<file path="config.mk">
export PLATFORM = sky130hd
export DESIGN_NAME = fwd_hazard_unit
export DESIGN_NICKNAME = d
export VERILOG_FILES = /design/src/rtl/fwd_hazard_unit.sv
export SDC_FILE = /design/constraint.sdc
export NUM_CORES = 1
export LEC_CHECK = 0
export CAP_MARGIN = 15
export CORE_ASPECT_RATIO = 1.75
export CORE_MARGIN = 8
export CORE_UTILIZATION = 47
export CTS_BUF_LIST = sky130_fd_sc_hd__clkbuf_4 sky130_fd_sc_hd__clkbuf_8
export DETAILED_ROUTE_END_ITERATION = 10
export GPL_ROUTABILITY_DRIVEN = 0
export PLACE_DENSITY = 0.89
export SLEW_MARGIN = 20
export SYNTH_ARGS = -nofsm -noshare
export SYNTH_HDL_FRONTEND = slang
export SYNTH_SLANG_ARGS = --single-unit
</file>
<file path="constraint.sdc">
create_clock -name clk_i -period 3.6 [get_ports clk_i]
set_input_delay 1.08 -clock clk_i [delete_from_list [all_inputs] [get_ports clk_i]]
set_output_delay 1.08 -clock clk_i [all_outputs]
set_load 0.1 [all_outputs]
</file>
<file path="src/rtl/fwd_hazard_unit.sv">
// -----------------------------------------------------------------------------
// fwd_hazard_unit
//
// Forwarding and hazard-detection unit for the RISC-V core pipeline.
//
// A shift-register scoreboard of NSTAGE slots tracks the instructions that
// have left decode. Slot 0 is execute, and slot k is k cycles later. Each slot
// records:
//   - whether it holds a real instruction
//   - its destination register and write enable
//   - the first slot index from which its result can be forwarded
//
// For each operand of the instruction in decode, the unit:
//   - picks the youngest in-flight writer as the forwarding source
//   - raises a stall when that writer has not yet produced its result
//
// Ports
//   clk_i            core clock
//   rst_ni           asynchronous reset, active low
//   id_valid_i       decode holds a real instruction
//   id_rs1_i/rs2_i   source register indices
//   id_rs1_used_i    rs1 is actually read by the instruction
//   id_rs2_used_i    rs2 is actually read by the instruction
//   id_rd_i          destination register
//   id_rd_wen_i      instruction writes rd
//   id_class_i       result class: 0=ALU, 1=LOAD, 2=LONG, 3=reserved (as ALU)
//   pipe_hold_i      external freeze of the whole pipeline
//   flush_i          branch/jump taken in execute; kill the decode instruction
//   stall_o          decode and fetch must not advance (combinational)
//   fwd_rs1_sel_o    forward select for rs1 (combinational);
//                    0 = register file, k+1 = slot k
//   fwd_rs2_sel_o    forward select for rs2 (combinational), same encoding
//   fwd_rs1_sel_q_o  rs1 select registered into the execute stage
//   fwd_rs2_sel_q_o  rs2 select registered into the execute stage
//   stall_count_o    saturating count of hazard-stall cycles
// -----------------------------------------------------------------------------
module fwd_hazard_unit #(
    parameter int NSTAGE     = 3,
    parameter int LOAD_READY = 1,
    parameter int LONG_READY = 2,
    parameter int SELW       = 4,
    parameter int CNTW       = 32
) (
    input  logic            clk_i,
    input  logic            rst_ni,
    input  logic            id_valid_i,
    input  logic [4:0]      id_rs1_i,
    input  logic [4:0]      id_rs2_i,
    input  logic            id_rs1_used_i,
    input  logic            id_rs2_used_i,
    input  logic [4:0]      id_rd_i,
    input  logic            id_rd_wen_i,
    input  logic [1:0]      id_class_i,
    input  logic            pipe_hold_i,
    input  logic            flush_i,
    output logic            stall_o,
    output logic [SELW-1:0] fwd_rs1_sel_o,
    output logic [SELW-1:0] fwd_rs2_sel_o,
    output logic [SELW-1:0] fwd_rs1_sel_q_o,
    output logic [SELW-1:0] fwd_rs2_sel_q_o,
    output logic [CNTW-1:0] stall_count_o
);

    localparam logic [1:0] CLS_LOAD = 2'd1;
    localparam logic [1:0] CLS_LONG = 2'd2;

    // -------------------------------------------------------------------------
    // Scoreboard state, packed so that an advance is a single shift.
    // -------------------------------------------------------------------------
    logic [NSTAGE-1:0]            slot_valid_q;
    logic [NSTAGE-1:0]            slot_wen_q;
    logic [NSTAGE-1:0][4:0]       slot_rd_q;
    logic [NSTAGE-1:0][SELW-1:0]  slot_rdy_q;

    logic [SELW-1:0]              fwd_rs1_sel_q;
    logic [SELW-1:0]              fwd_rs2_sel_q;
    logic [CNTW-1:0]              stall_count_q;

    // Combinational results.
    logic [NSTAGE-1:0]            rs1_match;
    logic [NSTAGE-1:0]            rs2_match;
    logic [SELW-1:0]              rs1_sel;
    logic [SELW-1:0]              rs2_sel;
    logic                         rs1_hazard;
    logic                         rs2_hazard;
    logic                         stall;
    logic                         insert;
    logic [SELW-1:0]              id_rdy;

    // Next-state values.
    logic [SELW-1:0]              fwd_rs1_sel_d;
    logic [SELW-1:0]              fwd_rs2_sel_d;
    logic [CNTW-1:0]              stall_count_d;

    // -------------------------------------------------------------------------
    // Per-slot match.
    // x0 is hard-wired to zero, so it never forwards. An operand the
    // instruction does not read can never create a dependency.
    // -------------------------------------------------------------------------
    always_comb begin
        rs1_match = '0;
        rs2_match = '0;
        for (int k = 0; k < NSTAGE; k++) begin
            rs1_match[k] = slot_valid_q[k] & slot_wen_q[k] & id_rs1_used_i &
                           (id_rs1_i != 5'd0) & (slot_rd_q[k] == id_rs1_i);
            rs2_match[k] = slot_valid_q[k] & slot_wen_q[k] & id_rs2_used_i &
                           (id_rs2_i != 5'd0) & (slot_rd_q[k] == id_rs2_i);
        end
    end

    // -------------------------------------------------------------------------
    // Youngest-match priority.
    // Walking from the oldest slot to the youngest lets the smallest matching
    // index overwrite any older one, so shadowed writers are ignored. The
    // hazard is judged only against the selected (youngest) writer.
    // -------------------------------------------------------------------------
    always_comb begin
        rs1_sel    = '0;
        rs2_sel    = '0;
        rs1_hazard = 1'b0;
        rs2_hazard = 1'b0;
        for (int k = NSTAGE - 1; k >= 0; k--) begin
            if (rs1_match[k]) begin
                rs1_sel    = SELW'(k + 1);
                rs1_hazard = (SELW'(k) < slot_rdy_q[k]);
            end
            if (rs2_match[k]) begin
                rs2_sel    = SELW'(k + 1);
                rs2_hazard = (SELW'(k) < slot_rdy_q[k]);
            end
        end
    end

    // A flush kills the decode instruction, so it can neither stall nor be
    // inserted. The stall is independent of pipe_hold; the hold only stops
    // the state from moving.
    assign stall  = id_valid_i & ~flush_i & (rs1_hazard | rs2_hazard);
    assign insert = id_valid_i & ~stall & ~flush_i;

    // First slot index from which the decode instruction's result will be
    // forwardable. The reserved class behaves like ALU.
    always_comb begin
        id_rdy = '0;
        unique case (id_class_i)
            CLS_LOAD: id_rdy = SELW'(LOAD_READY);
            CLS_LONG: id_rdy = SELW'(LONG_READY);
            default:  id_rdy = '0;
        endcase
    end

    // -------------------------------------------------------------------------
    // Next-state for the registered selects and the stall counter.
    // -------------------------------------------------------------------------
    always_comb begin
        fwd_rs1_sel_d = fwd_rs1_sel_q;
        fwd_rs2_sel_d = fwd_rs2_sel_q;
        stall_count_d = stall_count_q;
        if (!pipe_hold_i) begin
            fwd_rs1_sel_d = insert ? rs1_sel : '0;
            fwd_rs2_sel_d = insert ? rs2_sel : '0;
            if (stall && (stall_count_q != {CNTW{1'b1}})) begin
                stall_count_d = stall_count_q + 1'b1;
            end
        end
    end

    // -------------------------------------------------------------------------
    // Scoreboard shift.
    // A bubble is inserted at slot 0 whenever decode does not advance, so a
    // blocking entry moves one slot per advance. The stall therefore clears
    // in the same cycle the entry reaches its ready index, with no extra
    // penalty cycle.
    // -------------------------------------------------------------------------
    always_ff @(posedge clk_i or negedge rst_ni) begin
        if (!rst_ni) begin
            slot_valid_q <= '0;
            slot_wen_q   <= '0;
            slot_rd_q    <= '0;
            slot_rdy_q   <= '0;
        end else if (!pipe_hold_i) begin
            slot_valid_q <= {slot_valid_q[NSTAGE-2:0], insert};
            slot_wen_q   <= {slot_wen_q[NSTAGE-2:0], id_rd_wen_i};
            slot_rd_q    <= {slot_rd_q[NSTAGE-2:0], id_rd_i};
            slot_rdy_q   <= {slot_rdy_q[NSTAGE-2:0], id_rdy};
        end
    end

    always_ff @(posedge clk_i or negedge rst_ni) begin
        if (!rst_ni) begin
            fwd_rs1_sel_q <= '0;
            fwd_rs2_sel_q <= '0;
            stall_count_q <= '0;
        end else begin
            fwd_rs1_sel_q <= fwd_rs1_sel_d;
            fwd_rs2_sel_q <= fwd_rs2_sel_d;
            stall_count_q <= stall_count_d;
        end
    end

    assign stall_o         = stall;
    assign fwd_rs1_sel_o   = rs1_sel;
    assign fwd_rs2_sel_o   = rs2_sel;
    assign fwd_rs1_sel_q_o = fwd_rs1_sel_q;
    assign fwd_rs2_sel_q_o = fwd_rs2_sel_q;
    assign stall_count_o   = stall_count_q;

endmodule

</file>
## Word-level counts from Yosys, hierarchy flattened

Cells that the tools add are included.

| word-level totals | value |
|---|---|
| flip-flop bits (word level) | 73 |
| bits of input ports | 25 |
| output and inout port bits | 49 |

| operators by class | value |
|---|---|
| add/sub/neg operators | 1 |
| magnitude comparators | 3 |
| eq/ne operators | 9 |
| multiplexer cells | 15 |
| bitwise gates (word level) | 29 |
| reduce and logical (&&, ||, !) cells | 4 |

Operator list:

| cell | count |
|---|---|
| $add 32x1->32 const B | 1 |
| $ne 32x32->1 const B | 1 |
| $eq 5x5->1 | 6 |
| $and 1x1->1 | 25 |
| $mux 4 | 6 |
| $reduce_bool 5->1 | 2 |
| $lt 1x4->1 const A | 2 |
| $mux 1 | 6 |
| $lt 2x4->1 const A | 1 |
| $mux 2 | 2 |
| $pmux 2 s2 | 1 |
| $not 1->1 | 3 |
| $eq 2x1->1 const B | 1 |
| $eq 2x2->1 const B | 1 |
| $reduce_and 2->1 | 1 |
| $logic_and 1x1->1 | 1 |
| $or 1x1->1 | 1 |

## Logic depth before layout (Yosys ltp)

| depth | value |
|---|---|
| depth in word-level cells | 13 |
| gate-level depth with buffers | 9 |
| mapped depth without buffers | 8 |

## Worst setup path before layout

Ideal clock, no wire load.

| timing path | value |
|---|---|
| kind | input port to output port |
| from | input id_rs2_i[1] |
| to | output stall_o |
| arrival | 3.849 ns |
| path slack | -1.329 ns |
| stages on the path | 7 |
| path through | or4_1 o21ai_2 nor3_2 or4_4 o211ai_2 nor2_1 nor2_1 |

| on the way | value |
|---|---|
| cells in the longest elaborated chain, start to end | 8 |
| elaborated cells on any way between the ends | 15 |
| classes of those cells | 3 x eq/ne; 3 x mux; 8 x bitwise; 1 x reduce/logical |

Ends and longest elaborated chain:

| item | line | text |
|---|---|---|
| start, declared | 48 | `input logic [4:0] id_rs2_i,` |
| $reduce_bool 5->1 | 107 | `(id_rs2_i != 5'd0) & (slot_rd_q[k] == id_rs2_i);` |
| $and 1x1->1 | 106 | `rs2_match[k] = slot_valid_q[k] & slot_wen_q[k] & id_rs2_used_i &` |
| $and 1x1->1 | 107 |  |
| $mux 1 (2 in series) | 127 | `if (rs2_match[k]) begin` |
| $mux 1 * | 127 |  |
| $or 1x1->1 * | 137 | `assign stall = id_valid_i & ~flush_i & (rs1_hazard \| rs2_hazard);` |
| $and 1x1->1 * | 137 |  |
| end, declared | 56 | `output logic stall_o,` |

Every way passes the cells marked *; elsewhere a longest branch is shown, timed or not.

## Worst setup path in the final report

Ends and elaborated chain as after synthesis.

==> results.ini <==
[run_status]
outcome=complete, but fails checks
violations=negative setup slack

[routing]
viasPerCell=5.447
routedWlPerCell_um=17.63
routed_wl_um=8639
drt_pre_antenna_iters=4
drtAntennaViolNets=0
num_vias=2669
drcViolationCount=0
drt-initial-drc-count=144

[final_layout]
syn_to_final_growth_pct=36.47
fin_cells=490
diodes=0
drive_above_1_share_pct=40.39
finalNetCount=428
fillers=502
multiInputGateArea_um2=1828
regArea_um2=1577

[floorplan]
coreArea_um2=6907
fp-row-count=40
fp.dieArea_um2=10190
io_pins=74
die_h_um=127.7
initial_core_util_pct=48.48
die_w_um=79.80

[clock_tree]
cts.sinks=63
clock_latency_ns=0.35
cts.htree.levels=3
cts_tree=done
clk_pin_slew_ns=0.06
clock_path_buffers=2
root_buffer=clkbuf_8
ctsHoldBuffers=0
cts_buffers=9

[sta]
worst_pin_slew_ns=0.8281
slew_viol_final=0
period_share_pct=112.5
fin_ws_ns=-0.4483
rsz0062_at_grt=yes
skew_ns=0.006486
max_freq_ghz=0.2470
min_period_ns=4.048
finalSetupViolCount=5
max-slew-margin-rel_pct=44.29
finalHoldViolCount=0

[worst_setup_path]
critPathLaunchType=input pin
cp_top_family=simple AND/OR/NAND/NOR gates
required_ns=2.52
worstPathCellList=buf_6 > or4_4 > o21ai_4 > buf_4 > nor3_4 > or4_4 > o211ai_4 > nor2_4 > nor2_4 > buf_12
r2r-start=slot_rd_q[10]
crit_slowest_cell=or4_4
end_kind=output pin
crit_start=id_rs2_i[1]
critical_path_buf_inv_count=3
path_class=in2out
critPathArrivalTime_ns=2.97
worstPathMaxFanout=3
max_stage_delay_ns=0.54

[yosys]
synth-main-ff-cell=dfrtp_1
ys_ff_latch=63
yosys_warnings=0
synth.area.top_cells=dfrtp_1, xnor2_1, mux2_2, xor2_1, nor4_4
synth_cells=303
ys_async_sr_fraction_pct=100.0
synth_cell_type_count=39
ys_seq_area_share_pct=47.09
netlist_area_um2=3348
avgSynthCellArea_um2=11.05
yosysTopAreaCell=dfrtp_1
synth_edf_count=0
synth_top_area_share_pct=47.09

[place]
post-dp-hpwl_um=6296
port_buffers=65
place_inst=468

[worst_hold_path]
hold_path_class=reg2reg
min_from=stall_count_o[16]

[power_and_ir_drop]
total_power_mw=1.610
power_frac_comb_pct=15.4
leakagePower_nw=2.165
internal_power_mw=1.163
netSwitchingPower_uw=446.5
ir_worst_vdd_v=0.0003526
seqPwrFrac_pct=50.2
pwr-share-clk_pct=34.3
powerDensity_nw_per_um2=352.3
power_switching_share_pct=27.74

[global_routing]
grt_usage_pct=17.44
grt_pass1_vias=2897
grt_start_max_net_pins=64
grt_pass1_wl_um=13970
grt_antenna_before_repair=0
grt_overflow_total=0

[flow_run]
maxCapViolations=0

==> power groups by stage <==
stage | Combinational [mW] | Sequential, mW | Clock, mW
final | 0.248 | 0.808 | 0.553
after global routing | 0.267 | 0.814 | 0.594
after CTS | 0.239 | 0.804 | 0.563
after global placement | 0.227 | 0.813 | 0
after floorplan | 0.159 | 0.801 | 0
after detailed placement | 0.236 | 0.816 | 0
==> state kept, by name, summed over array words and instances (netlist names) <==
signal	flops
fwd_rs2_sel_q_o	2
stall_count_o	32
fwd_rs1_sel_q_o	2
slot_wen_q	3
slot_rd_q	15
slot_rdy_q	6
slot_valid_q	3
==> through the flow <==
stage          area (um^2)  utilization (%)  setup TNS, ns  worst slack [ns]  hold slack (ns)
2_1_floorplan         3443                -        -0.9319           -0.5711           0.4679
3_3_place_gp          4254            61.59         -9.319           -0.8086           0.4717
3_5_place_dp          4254            61.59         -12.64           -0.8600           0.4849
4_1_cts               4501            65.16        -0.9023           -0.4584           0.4974
5_1_grt               4569            66.16         -1.000           -0.4965           0.5134
6_report              4569            66.16        -0.7623           -0.4483           0.4935
==> synth_stat cells, types with 2 or more instances <==
cell / number
a22o_1: 4
clkbuf_1: 4
a21oi_1: 3
a21o_1: 2
nand2_1: 16
nor4_2: 3
buf_1: 2
xor2_1: 30
or2_2: 4
inv_1: 11
mux2_2: 24
and4_1: 3
nand2b_1: 4
nor4_1: 8
or3_1: 5
dfrtp_1: 63
buf_4: 8
o21ai_0: 3
nor2_1: 11
nand4_1: 10
nand3_1: 15
and2_1: 2
buf_2: 2
xnor2_1: 31
nor3_1: 15
buf_6: 2
or4_1: 3
nor4_4: 4
==> placed cells by master, fill, tap and decap left out, types with 10 or more instances in the layout <==
cell	count
xnor2_1	27
buf_4	68
inv_1	10
xor2_1	29
clkbuf_8	10
mux2_2	24
nand4_1	10
nand3_1	14
nand2_1	16
dfrtp_1	63
clkdlybuf4s50_1	11
nor3_1	13
==> cells by family (layout without fill, tap and decap cells) <==
group | Yosys count | in the layout | share of synthesized area, %
compound gates | 19 | 19 | 4.297
xor+xnor | 61 | 61 | 15.96
fa+ha+maj | 1 | 1 | 0.3736
buf+inv | 29 | 125 | 4.671
flops | 63 | 63 | 47.09
mux | 24 | 24 | 8.072
other cells | 1 | 8 | 0.1120
simple gates | 105 | 105 | 19.43
==> area by class of cell <==
| cell class | count | area share, % |
|---|---|---|
| clock buffers | 14 | 3.669 |
| clock inverters | 1 | 0.1095 |
| inverters | 11 | 0.9036 |
| flip-flops and latches | 63 | 34.50 |
| repair buffers | 99 | 18.51 |
| multi-input cells | 218 | 40.01 |
| well taps | 84 | 2.300 |
==> layer usage <==
layer	share of wire, %	GRT usage [%]	vias up
li1	-	-	1243
met1	36	17.37	1296
met2	55	30.09	102
met3	6.3	5.126	28
met4	3.5	11.64	0
met5	0	0	-
==> repair_timing <==
action / in CTS / in global routing
gates cloned: 0 / 0
pin swaps: 13 / 17
gates resized for setup: 56 / 15
setup endpoints to repair: 9 / 5
buffers inserted: 4 / 3
==> worst reg2reg max path, cell delays in order (launching register included) <==
cell and delay, ns:
dfrtp_1 0.46, xor2_2 0.21, or4_4 0.55, nor4_4 0.16, nand4_1 0.21, a21oi_4 0.24, buf_4 0.15, o21ai_4 0.10
buf_12 0.17, nor4_2 0.27, xor2_1 0.18
==> worst paths after layout <==
| kind | slack [ns] | end | cells past startpoint |
|---|---|---|---|
| max in group asynchronous | 2.18 | slot_rd_q[7] | 2 |
| setup / recovery | -0.45 | stall_o | 10 |
| hold reg to reg | 0.49 | stall_count_o[16] | 1 |
| setup reg to reg | 0.84 | stall_count_o[27] | 10 |
| hold / removal | 0.49 | stall_count_o[16] | 1 |
| min in group asynchronous | 0.90 | stall_count_o[23] | 2 |
(Power assumes the default switching activity.)
